**src/rtl/icache_dm.sv**
```systemverilog
// Direct-mapped instruction cache with a blocking single-line refill engine.
// Hits are answered combinationally; misses stream BLKWORDS words from memory.
module icache_dm #(
   parameter int unsigned NSETS    = 16,
   parameter int unsigned BLKWORDS = 2
) (
   input  logic        CLK,
   input  logic        RST,
   input  logic        imemREN,
   input  logic [31:0] imemaddr,
   output logic        ihit,
   output logic [31:0] imemload,
   input  logic        invalidate,
   output logic        iREN,
   output logic [31:0] iaddr,
   input  logic        iwait,
   input  logic [31:0] iload,
   output logic [15:0] miss_count
);

   localparam int unsigned IW = $clog2(NSETS);
   localparam int unsigned WW = $clog2(BLKWORDS);
   localparam int unsigned CW = (WW > 0) ? WW : 1;
   localparam int unsigned TW = 32 - 2 - WW - IW;

   typedef enum logic {IDLE, FILL} state_t;

   state_t            state_q, state_d;
   logic [NSETS-1:0]  valid_q, valid_d;
   logic [TW-1:0]     tag_q  [NSETS];
   logic [TW-1:0]     tag_d  [NSETS];
   logic [31:0]       data_q [NSETS][BLKWORDS];
   logic [31:0]       data_d [NSETS][BLKWORDS];
   logic [TW-1:0]     miss_tag_q, miss_tag_d;
   logic [IW-1:0]     miss_idx_q, miss_idx_d;
   logic [CW-1:0]     cnt_q, cnt_d;
   logic              pend_q, pend_d;
   logic [15:0]       miss_count_q, miss_count_d;

   logic [TW-1:0]     req_tag;
   logic [IW-1:0]     req_idx;
   logic [CW-1:0]     req_word;
   logic              lookup_hit;
   logic [31:0]       fill_addr;
   logic              unused_addr_bits;

   assign req_tag          = imemaddr[31 -: TW];
   assign req_idx          = imemaddr[2+WW +: IW];
   assign unused_addr_bits = ^imemaddr[1:0];

   // With one word per block there is no word field; the select is tied off.
   generate
      if (WW > 0) begin : g_word
         assign req_word = imemaddr[2 +: CW];
      end else begin : g_noword
         assign req_word = '0;
      end
   endgenerate

   always_comb begin
      lookup_hit = (state_q == IDLE) && imemREN && valid_q[req_idx]
                   && (tag_q[req_idx] == req_tag);
      ihit       = lookup_hit && !RST;
      imemload   = ihit ? data_q[req_idx][req_word] : '0;
      fill_addr  = {miss_tag_q, miss_idx_q, {(WW+2){1'b0}}} | (32'(cnt_q) << 2);
      iREN       = (state_q == FILL) && !RST;
      iaddr      = iREN ? fill_addr : '0;
   end

   assign miss_count = miss_count_q;

   always_comb begin
      state_d      = state_q;
      valid_d      = valid_q;
      tag_d        = tag_q;
      data_d       = data_q;
      miss_tag_d   = miss_tag_q;
      miss_idx_d   = miss_idx_q;
      cnt_d        = cnt_q;
      pend_d       = pend_q;
      miss_count_d = miss_count_q;
      case (state_q)
         IDLE: begin
            if (invalidate) valid_d = '0;
            if (imemREN && !lookup_hit) begin
               miss_tag_d   = req_tag;
               miss_idx_d   = req_idx;
               cnt_d        = '0;
               miss_count_d = miss_count_q + 16'd1;
               state_d      = FILL;
            end
         end
         FILL: begin
            if (invalidate) pend_d = 1'b1;
            if (!iwait) begin
               data_d[miss_idx_q][cnt_q] = iload;
               cnt_d                     = cnt_q + 1'b1;
               if (cnt_q == CW'(BLKWORDS - 1)) begin
                  cnt_d   = '0;
                  state_d = IDLE;
                  // An invalidate seen anytime during the fill discards this line too.
                  if (pend_q || invalidate) begin
                     valid_d = '0;
                     pend_d  = 1'b0;
                  end else begin
                     tag_d[miss_idx_q]   = miss_tag_q;
                     valid_d[miss_idx_q] = 1'b1;
                  end
               end
            end
         end
         default: state_d = IDLE;
      endcase
   end

   always_ff @(posedge CLK) begin
      if (RST) begin
         state_q      <= IDLE;
         valid_q      <= '0;
         miss_tag_q   <= '0;
         miss_idx_q   <= '0;
         cnt_q        <= '0;
         pend_q       <= 1'b0;
         miss_count_q <= '0;
      end else begin
         state_q      <= state_d;
         valid_q      <= valid_d;
         miss_tag_q   <= miss_tag_d;
         miss_idx_q   <= miss_idx_d;
         cnt_q        <= cnt_d;
         pend_q       <= pend_d;
         miss_count_q <= miss_count_d;
      end
   end

   always_ff @(posedge CLK) begin
      tag_q  <= tag_d;
      data_q <= data_d;
   end

endmodule

```
**config.mk**
```make
export PLATFORM = sky130hd
export DESIGN_NAME = icache_dm
export DESIGN_NICKNAME = d
export VERILOG_FILES = /design/src/rtl/icache_dm.sv
export SDC_FILE = /design/constraint.sdc
export NUM_CORES = 1
export LEC_CHECK = 0
export CAP_MARGIN = 20
export CELL_PAD_IN_SITES_DETAIL_PLACEMENT = 1
export CELL_PAD_IN_SITES_GLOBAL_PLACEMENT = 1
export CORE_ASPECT_RATIO = 1.25
export CORE_MARGIN = 4
export CORE_UTILIZATION = 30
export DETAILED_ROUTE_END_ITERATION = 10
export PLACE_DENSITY = 0.55
export SLEW_MARGIN = 5
export SYNTH_ARGS = -nofsm -noshare
export SYNTH_HDL_FRONTEND = slang
export SYNTH_SLANG_ARGS = --single-unit
```
**constraint.sdc**
```tcl
create_clock -name CLK -period 15.8 [get_ports CLK]
set_input_delay 3.95 -clock CLK [delete_from_list [all_inputs] [get_ports CLK]]
set_output_delay 3.95 -clock CLK [all_outputs]
set_load 0.1 [all_outputs]
```
After elaboration in Yosys (flattened, before gate mapping) --
Cells that the tools add are included.
Storage, ports and cells: input bits 69, register bits 1488, logic and storage cells 137, output and inout bits 82
Cells by class: reductions and logical operators 17, bitwise operators 9, order comparisons 9, multiplexer cells 40, add/subtract/negate cells 2, equal/unequal tests 5
Operator list (number):
- $bwmux 1024 | 1
- $bwmux 400 | 1
- $bmux 64 s4 | 1
- $demux 64 s4 | 1
- $mux 32 | 6
- $mux 64 | 3
- $bmux 25 s4 | 1
- $demux 25 s4 | 1
- $mux 25 | 3
- $mux 16 | 4
- $demux 32 s1 | 1
- $or 32x3->32 | 1
- $pmux 16 s2 | 1
- $eq 25x25->1 | 1
- $add 16x1->16 const B | 1
- $or 16x16->16 | 1
- $mux 1 | 12
- $ge 5x5->1 const B | 2
- $lt 4x5->1 const B | 2
- $not 4->5 | 2
- $logic_and 1x1->1 | 9
- $reduce_and 2->1 | 3
- $lt 5x1->1 const B | 1
- $bmux 1 s4 | 1
- 14 further kinds | 22

Depth between registers and ports, before layout --
depth after elaboration 10, depth in mapped cells 16, mapped depth without buffers 9

Least setup slack after synthesis --
Ideal clock, no wire load.
path type input to output, from in imemaddr[5], to out imemload[0], stages 13, data required time 11.850 ns, buffers on the path 5, path slack 3.544 ns, arrival time 8.306 ns, cells stage by stage buf_2 -> buf_2 -> buf_2 -> buf_1 -> mux4_2 -> mux2i_1 -> xor2_1 -> nand3_1 -> a2111oi_4 -> nand3_2 -> or3_1 -> buf_2 -> a21oi_1
Between the ends: cells in the longest elaborated chain, start to end 8, elaborated cells between the ends (all ways) 17, classes of those cells 1 x eq/ne; 12 x mux; 1 x bitwise; 3 x reduce/logical
Ends and longest elaborated chain:
- from (decl) | line 10 | input logic [31:0] imemaddr,
- $not 4->5 (implied by the code) | line 62, 64
- $bmux 25 s4 / $bmux 64 s4 (equally long branches) | line 62, 64
- $mux 25 (implied by the code) / $mux 64 (equally long branches) (2 in a row) | line 62, 64
- $eq 25x25->1 / $mux 32 (equally long branches) | line 62, 64
- $logic_and 1x1->1 / $mux 32 (equally long branches) | line 62, 64
- $logic_and 1x1->1 / $mux 32 (equally long branches) | line 63, 64
- $mux 32 (*) | line 64 | imemload = ihit ? data_q[req_idx][req_word] : '0;
- to (decl) | line 12 | output logic [31:0] imemload,
Mark *: on every way between the ends. The rest lies on a longest branch, timed or not. The select of a mux whose other input is x is not followed.

Worst setup path in the final report --
from in imemaddr[3], to out imemload[14]
The elaborated chain is that of the path after synthesis.

==> summary.txt <==
Clocking
  • Clk_lat worst skew: 0.80 ns
  • CTS Sinks: 1488
  • TritonCTS Buffers: 159
  • Worst-path clk slew: 0.06 ns
  • Clk buf depth: 3
  • Post_cts resized: 0
  • H-tree Lvls: 4
  • Hold_buf cts: 0
  • Number of post-CTS setup repair buffers: 0
  • CTS tree: built
  • Root buffer cell: clkbuf_16

Routing
  • WL final: 154000 µm
  • DRC viols: 0
  • DR vias: 27300
  • Routed Antenna Nets: 0
  • TritonRoute pass-1 iters: 7
  • Routed wire per std cell: 28.2 µm
  • Starting DRT DRC Count: 2420
  • Post-DR vias/cell: 4.98

Place
  • RePlAce Congestion: 0.719
  • DP HPWL: 78900 µm
  • DP Cell Count: 5177
  • Port bufs: 146
  • Dpl cell area: 62300 µm²

Global routing
  • Largest net degree at the start of global routing: 101
  • GRT overflow: 0
  • Gr usage total: 15.5%
  • Number of global-route vias before repair: 29500
  • Initial antenna violation count: 15
  • First-pass GRT wire length: 220000 µm

Hold path
  • Worst hold path depth: 2
  • Hold path start: valid_q[3]
  • Worst hold path class: reg -> reg
  • Worst Hold End: valid_q[3]

Layout
  • # fillers: 18600
  • Most common cell after layout, fill and taps aside: edfxtp_1
  • Area growth, synth to finish: 17.4%
  • Final Non-Filler Cells: 5472
  • Share of cells above drive strength 1: 28.1%
  • Design area: 67400 µm²
  • Final net count: 2875
  • Area of all sequential standard cells: 44000 µm²
  • Footprint of the multi-input gates: 13000 µm²
  • Most frequent cells in the layout: edfxtp_1, mux4_2, clkbuf_16

STA
  • Hold Fails Final Rpt: 0
  • Total Neg Setup Slack: 0 ns
  • Clock Skews: 0.0571 ns
  • Slew headroom: 24.8%
  • Slew @ Worst Pin: 1.12 ns
  • Final setup violation count: 0
  • Crit share post-route: 86.7%
  • Min Tclk post-route: 13.69 ns
  • Fmax: 73.0 MHz
  • Fin. max-slew vios: 0
  • RSZ-0062 raised after global routing: no

Critical path
  • Worst-path maximum fanout: 75
  • Worst EP arrival: 9.74 ns
  • Critical Path RT: 11.85 ns
  • FF-to-FF End: miss_tag_q[20]
  • Worst R2R Setup Slack: 11.82 ns
  • Critical path startpoint category: input pin
  • Critical path class: in -> out
  • R2R depth: 9
  • CP endpoint kind: output port
  • RR Startpoint: tag_q[202]

Floorplan
  • Initial core utilization: 30.2%
  • Die W: 399 µm
  • Die H: 497 µm
  • Die area: 199000 µm²
  • # rows: 179
  • I/O pin count: 151
  • Core Area: 190000 µm²

Synth
  • Async S/R FF share, synth: 0%
  • Mapped Cells: 2568
  • Flops & latches, synth: 1488
  • Post-synth top flop: edfxtp_1
  • Syn Area/Cell: 22.4 µm²
  • Library cells used by synthesis: 60
  • Mapped Area: 57400 µm²
  • Sequential area share after synthesis: 76.7%
  • Post-synth EDFFs: 1424
  • Syn. warnings: 0

Run
  • Max Cap Violations: 0

Power
  • P per Cell Area: 124 nW/µm²
  • Static Leak: 20.6 nW
  • Peak supply drop: 87.4 µV

Status
  • Status: completed
==> logic make-up after synthesis <==
logic type      after synthesis  share of synthesized area [%]
buf+inv                     154                           1.27
other cells                   1                        0.00653
compound gates              122                           1.59
simple gates                294                           2.35
fa+ha+maj                     1                         0.0218
mux                         483                           17.7
xor+xnor                     25                          0.381
flops                      1488                           76.7
==> power by group <==
part           total [mW]  switching [mW]  internal, mW
registers            4.37          0.0275          4.34
logic               0.368           0.212         0.156
clock network        3.64            1.56          2.08
==> layer usage <==
layer  vias up  part of all wire, %  GRT usage, %
met4         8                  2.1          3.83
met2       800                   49          25.5
met1     15000                   44          21.3
li1      11300                    -             -
met5         -                0.035             0
met3       207                  5.2          2.80
==> critical path, stage by stage <==
cell and delay, ns:
buf_8 0.64, buf_4 0.53, mux4_2 0.56, mux2i_1 0.25, o2111ai_1 0.14, o22ai_1 0.23, o2111ai_1 0.24, or3_1 0.63
or3_2 0.55, buf_12 0.22, a21oi_2 0.40, clkdlybuf4s50_1 1.26
==> final cells by class <==
cell class	count	area share, %
Sequential cell	1488	65.3
Multi-Input combinational cell	927	19.3
Clock inverter	86	1.39
Antenna cell	4	0.0148
Clock buffer	204	6.21
Tap cell	2534	4.70
Inverter	10	0.0557
Timing Repair Buffer	219	2.99
==> through the flow <==
step / total power, mW / utilization (%) / hold slack (ns) / setup slack [ns]
floorplan: 4.68 / - / 0.432 / 3.54
global placement: 4.81 / 32.7 / 0.443 / 2.05
detailed placement: 4.83 / 32.7 / 0.470 / 2.02
CTS: 8.49 / 35.4 / 0.484 / 1.99
global route: 8.68 / 35.4 / 0.505 / 1.86
finish: 8.38 / 35.4 / 0.479 / 2.11
==> registers in the layout, summed over array words and instances (netlist names) <==
signal,cells
miss_count,16
pend_q,1
valid_q,16
data_q,1024
tag_q,400
state_q,1
miss_tag_q,25
cnt_q,1
miss_idx_q,4
==> cells in the mapped netlist, types with 3 or more instances <==
cell / n / area share (%)
or3_1: 7 / 0.076
edfxtp_1: 1424 / 74
a21oi_1: 20 / 0.17
buf_1: 36 / 0.24
inv_1: 9 / 0.059
o22ai_1: 8 / 0.087
nand2b_1: 3 / 0.033
mux2i_1: 57 / 0.99
buf_4: 6 / 0.078
or4_1: 5 / 0.065
buf_6: 10 / 0.20
buf_2: 22 / 0.19
a22oi_1: 10 / 0.13
nor2_1: 109 / 0.71
o31ai_1: 4 / 0.052
and3_1: 5 / 0.054
o21ai_0: 9 / 0.078
a221oi_1: 5 / 0.076
nand3_1: 15 / 0.13
and2_1: 34 / 0.37
mux4_2: 426 / 17
dfxtp_1: 64 / 2.2
xor2_1: 11 / 0.17
o2111ai_1: 3 / 0.046
xnor2_1: 14 / 0.21
nand4_1: 4 / 0.044
a22o_1: 3 / 0.046
clkbuf_1: 68 / 0.44
nand2_1: 89 / 0.58
nor2b_1: 15 / 0.16
o21ai_1: 3 / 0.026
a21oi_2: 29 / 0.44
a41oi_1: 6 / 0.091
a31oi_1: 9 / 0.098
==> how the worst max path moves through the flow <==
| stage | from | to | slack, ns | cells past startpoint |
|---|---|---|---|---|
| global placement | imemaddr[3] | imemload[14] | 2.05 | 12 |
| floorplan | imemaddr[5] | imemload[0] | 3.54 | 13 |
| CTS | imemaddr[3] | imemload[14] | 1.99 | 12 |
| finish | imemaddr[3] | imemload[14] | 2.11 | 12 |
| detailed placement | imemaddr[3] | imemload[14] | 2.02 | 12 |
| global route | imemaddr[3] | imemload[14] | 1.86 | 12 |
No activity file was read; power rests on OpenSTA's default activity.
